--- config.mk ---
export PLATFORM = sky130hd
export DESIGN_NAME = add8u_rr_sched
export DESIGN_NICKNAME = d
export VERILOG_FILES = /design/src/rtl/add8u_sched_pkg.sv /design/src/rtl/add8u_core.sv /design/src/rtl/add8u_rr_sched.sv
export SDC_FILE = /design/constraint.sdc
export NUM_CORES = 1
export LEC_CHECK = 0
export CAP_MARGIN = 20
export CORE_ASPECT_RATIO = 0.7
export CORE_MARGIN = 10
export CORE_UTILIZATION = 35
export DETAILED_ROUTE_END_ITERATION = 8
export GPL_TIMING_DRIVEN = 0
export PLACE_DENSITY = 0.78
export SYNTH_ARGS = -nofsm -noshare
export SYNTH_HDL_FRONTEND = slang
export SYNTH_SLANG_ARGS = --single-unit
--- constraint.sdc ---
create_clock -name clk -period 3.5 [get_ports clk]
set_input_delay 0.7 -clock clk [delete_from_list [all_inputs] [get_ports clk]]
set_output_delay 0.7 -clock clk [all_outputs]
set_load 0.005 [all_outputs]
--- src/rtl/add8u_sched_pkg.sv ---
// Shared constants and scheduler state type for the round-robin 8-bit adder.
package add8u_sched_pkg;
    localparam int NREQ_MAX = 8;
    localparam int OPW      = 8;

    typedef enum logic {
        EMPTY = 1'b0,
        FULL  = 1'b1
    } sched_state_e;
endpackage

--- src/rtl/add8u_core.sv ---
// Combinational 8-bit unsigned adder with 9-bit result (carry-out in O[8]).
// Macro ADD8U_APPROX_LSB_EN: OR the LSBs and drop the bit-0 carry into bit 1.
module add8u_core
    import add8u_sched_pkg::*;
(
    input  logic [OPW-1:0] A,
    input  logic [OPW-1:0] B,
    output logic [OPW:0]   O
);

`ifdef ADD8U_APPROX_LSB_EN
    assign O[0]     = A[0] | B[0];
    assign O[OPW:1] = {1'b0, A[OPW-1:1]} + {1'b0, B[OPW-1:1]};
`else
    assign O = {1'b0, A} + {1'b0, B};
`endif

endmodule

--- src/rtl/add8u_rr_sched.sv ---
// NREQ requesters share one add8u_core through a round-robin arbiter feeding a
// one-entry result register. LSB approximation selected by ADD8U_APPROX_LSB_EN.
module add8u_rr_sched
    import add8u_sched_pkg::*;
#(
    parameter int NREQ = 4,
    parameter int IDW  = $clog2(NREQ)
) (
    input  logic                clk,
    input  logic                rst_n,
    input  logic [NREQ-1:0]     req_valid,
    output logic [NREQ-1:0]     req_ready,
    input  logic [NREQ*OPW-1:0] req_a,
    input  logic [NREQ*OPW-1:0] req_b,
    output logic                rsp_valid,
    input  logic                rsp_ready,
    output logic [OPW:0]        rsp_sum,
    output logic [IDW-1:0]      rsp_id
);

    if (NREQ < 2 || NREQ > NREQ_MAX) begin : g_bad_nreq
        $error("add8u_rr_sched: NREQ out of range");
    end

    sched_state_e   r_state;
    sched_state_e   w_state_nxt;
    logic [IDW-1:0] r_ptr;
    logic [OPW:0]   r_sum;
    logic [IDW-1:0] r_id;

    logic           w_can_accept;
    logic           w_found;
    logic           w_hs;
    logic [IDW-1:0] w_gnt_idx;
    logic [IDW-1:0] w_ptr_nxt;
    logic [OPW-1:0] w_a;
    logic [OPW-1:0] w_b;
    logic [OPW:0]   w_sum;

    // Lowest valid index at or above ptr wins; otherwise the lowest valid index overall.
    always_comb begin
        w_found   = 1'b0;
        w_gnt_idx = '0;
        for (int i = NREQ - 1; i >= 0; i--) begin
            if (req_valid[i]) begin
                w_found   = 1'b1;
                w_gnt_idx = IDW'(i);
            end
        end
        for (int i = NREQ - 1; i >= 0; i--) begin
            if (req_valid[i] && (i >= int'(r_ptr))) begin
                w_gnt_idx = IDW'(i);
            end
        end
    end

    // Reset gates acceptance so no ready escapes while rst_n is low.
    assign w_can_accept = rst_n && ((r_state == EMPTY) || rsp_ready);
    assign w_hs         = w_can_accept && w_found;
    assign w_ptr_nxt    = (w_gnt_idx == IDW'(NREQ - 1)) ? '0 : w_gnt_idx + 1'b1;

    always_comb begin
        w_a       = '0;
        w_b       = '0;
        req_ready = '0;
        for (int i = 0; i < NREQ; i++) begin
            if (w_gnt_idx == IDW'(i)) begin
                w_a          = req_a[i*OPW +: OPW];
                w_b          = req_b[i*OPW +: OPW];
                req_ready[i] = w_hs;
            end
        end
    end

    add8u_core u_core (
        .A (w_a),
        .B (w_b),
        .O (w_sum)
    );

    always_comb begin
        w_state_nxt = r_state;
        if (w_hs) begin
            w_state_nxt = FULL;
        end else if ((r_state == FULL) && rsp_ready) begin
            w_state_nxt = EMPTY;
        end
    end

    always_ff @(posedge clk or negedge rst_n) begin
        if (!rst_n) begin
            r_state <= EMPTY;
            r_ptr   <= '0;
            r_sum   <= '0;
            r_id    <= '0;
        end else begin
            r_state <= w_state_nxt;
            if (w_hs) begin
                r_ptr <= w_ptr_nxt;
                r_sum <= w_sum;
                r_id  <= w_gnt_idx;
            end
        end
    end

    assign rsp_valid = (r_state == FULL);
    assign rsp_sum   = r_sum;
    assign rsp_id    = r_id;

endmodule
==> results.toml <==
[finish]
diodes = 0
layout_commonest_cell = "clkdlybuf4s50_1"
nNetsFinal = 382
drive_gt1_frac = 0.226
final_cell_mix = "clkdlybuf4s50_1, nand2_1, buf_4, nor2b_1, dfrtp_1"
num-fill-cells = 331
syn2layout_area_growth_pct = 85.8

[routing]
routed_wl_mm = 6.26
detail_route.wl_per_cell_um = 17.9
drc = 0
drtAntennaViolNets = 0
first_iter_violations = 81
dr.pass1.iters = 4
vias = 1891
vias_per_cell = 5.42

[status]
status = "completed"

[placed_design]
gp_congestion = 0.812
hpwl_mm = 4.70
port_buffers = 86

[hold_path]
hold_path_depth = 2
hold_class = "flop to flop"
min_from = "rsp_sum[1]$_DFFE_PN0P_"
min_delay_worst_endpoint = "rsp_sum[1]$_DFFE_PN0P_"

[power]
max-vdd-ir-drop_mv = 0.390
p_per_area_nw_per_um2 = 721
leakagePower_nw = 1.15

[sta]
slew_viol_final = 0
tns_ps = 0
max_slew_margin = 0.530
hold_ws_ps = 483
hold_viol = 0
rsz0062_at_grt = "true"
clock_skew_ps = 2.93
setup_violations = 0
fin_crit_sh = 0.978
min_period_ps = 3420
fmaxAchievable_mhz = 292
tightest_slew_ps = 706

[worst_setup_path]
end_kind = "flop"
path_class = "primary input to flop"
rrSetupSlack_ps = 150
cp-start-kind = "primary input"
cp.required_ps = 3630
timing.rr.end = "rsp_sum[8]$_DFFE_PN0P_"
crit_arrival_ps = 3550
cp-startpoint = "req_valid[2]"
r2r-start = "r_ptr[1]$_DFFE_PN0P_"
reg2reg_depth = 15
cp_max_fo = 4

[synthesis]
synthFlopType = "dfrtp_1"
synth_nets = 274
synthDistinctLibCells = 41
synth_area_per_cell_um2 = 7.96
ys_seq_elements = 14
async_flop_share = 1.00
synth-warning-count = 0
synthCells = 190
syn_area_um2 = 1510
synth_seq_area_share = 0.232
synth_edf_count = 0

[grt]
grt_pass1_wl_mm = 9.44
grt-ovfl-total = 0
grt_max_degree = 17
grt_util_all_layers = 0.154
antenna_found_initial = 0
grt_pass1_vias = 1836

[flow_run]
maxCapViolCount = 0

[clock_tree]
clk_latency_ps = 250
cts_tree = "done"
clkTransAtPathRegs_ps = 60
h-tree-depth = 1
cts-buffers-inserted = 3
root_buffer = "clkbuf_8"
cts_sinks = 14
clock_path_buffers = 2

[die]
core_area_um2 = 4040
initial_core_util = 0.374
dieArea_um2 = 7390
rows = 19
die_w_um = 98.6
die_h_um = 75.0
io_pins = 87
==> flip-flops by register name, indices dropped and copies added (netlist names) <==
name and count:
r_ptr 2, rsp_id 2, rsp_sum 9, rsp_valid 1
==> cell type report <==
class                      instances  area, um2  area share
buffer                            12        113      0.0401
clock buffer                       4       55.1      0.0196
inverter                           9       33.8      0.0120
multi-input combinational        154       1200       0.429
sequential                        14        352       0.125
tap                               52       65.1      0.0232
timing repair buffer             104        987       0.351
==> cell families (layout without fill, tap and decap cells) <==
family,Yosys count,in the layout,synth area share
adder cells (fa/ha/maj),13,13,0.112
buffers and inverters,22,129,0.0670
flip-flops,14,14,0.232
AND/OR/NAND/NOR,71,71,0.230
AO/OA/AOI/OAI,64,64,0.320
multiplexers,4,4,0.0273
XOR/XNOR,2,2,0.0116
==> timing repair <==
| item | 4_1_cts | 5_1_grt |
|---|---|---|
| pin swaps | 13 | 16 |
| setup endpoints to repair | 12 | 6 |
| resized for setup | 35 | 30 |
| hold endpoints to repair | 0 | 0 |
| setup buffers | 10 | 8 |
| hold buffers | 0 | 0 |
==> Yosys cell counts (2+ instances only) <==
| cell type | n | area [um2] |
|---|---|---|
| a2111o_1 | 2 | 22.5 |
| a21oi_1 | 7 | 35.0 |
| a221oi_1 | 15 | 131 |
| and2_1 | 4 | 25.0 |
| buf_2 | 3 | 15.0 |
| buf_6 | 2 | 22.5 |
| clkbuf_1 | 7 | 26.3 |
| dfrtp_1 | 14 | 350 |
| ha_1 | 12 | 150 |
| inv_1 | 9 | 33.8 |
| mux2i_1 | 3 | 30.0 |
| nand2_1 | 37 | 139 |
| nor2_1 | 5 | 18.8 |
| nor2b_1 | 16 | 100 |
| nor4_1 | 2 | 12.5 |
| o211ai_1 | 2 | 15.0 |
| o21a_1 | 2 | 15.0 |
| o21ai_0 | 8 | 40.0 |
| o31a_1 | 2 | 17.5 |
| o31ai_1 | 17 | 128 |
==> layer usage <==
metal,part of all wire,routed length [um],global-route usage
met3,0.094,591,0.0576
met1,0.44,2780,0.207
met2,0.46,2870,0.241
met5,0,0,0
met4,0.0029,18,0.00951
==> per-stage QoR <==
step,total power [mW],setup slack (ps),instance area (um2),util,std cells
6_report,2.03,77.4,2810,0.695,349
3_5_place_dp,1.50,-986,2480,0.613,328
4_1_cts,1.80,-56.4,2670,0.660,342
2_1_floorplan,1.08,4.54,1550,-,190
5_1_grt,2.19,-96.2,2810,0.695,349
3_3_place_gp,1.49,-904,2480,0.613,328
==> worst max-delay path, cell delays in order <==
cell      delay [ps]
buf_2            130
mux2i_1          170
o32ai_2          110
nor2_2           210
ha_2             220
buf_6            120
nor2b_4           40
buf_6            120
a221oi_4         220
o31ai_2          100
ha_2             190
fa_2             380
a21oi_4          180
o21ai_2           70
o31a_1           270
o41a_1           320
==> power breakdown <==
| part | internal [mW] | total [mW] | switching, mW |
|---|---|---|---|
| combinational | 0.830 | 1.58 | 0.752 |
| sequential | 0.233 | 0.283 | 0.0504 |
| clock | 0.0997 | 0.162 | 0.0619 |
| total | 1.16 | 2.03 | 0.864 |
==> worst max path at each step <==
stage	to	slack, ps	depth (start not counted)
6_report	rsp_sum[8]$_DFFE_PN0P_	80	16
5_1_grt	rsp_sum[8]$_DFFE_PN0P_	-100	14
4_1_cts	rsp_sum[8]$_DFFE_PN0P_	-60	16
3_5_place_dp	rsp_sum[8]$_DFFE_PN0P_	-990	15
3_3_place_gp	rsp_sum[8]$_DFFE_PN0P_	-900	15
2_1_floorplan	rsp_sum[8]$_DFFE_PN0P_	5	15
Note: power is estimated with default switching activity, not from simulation.
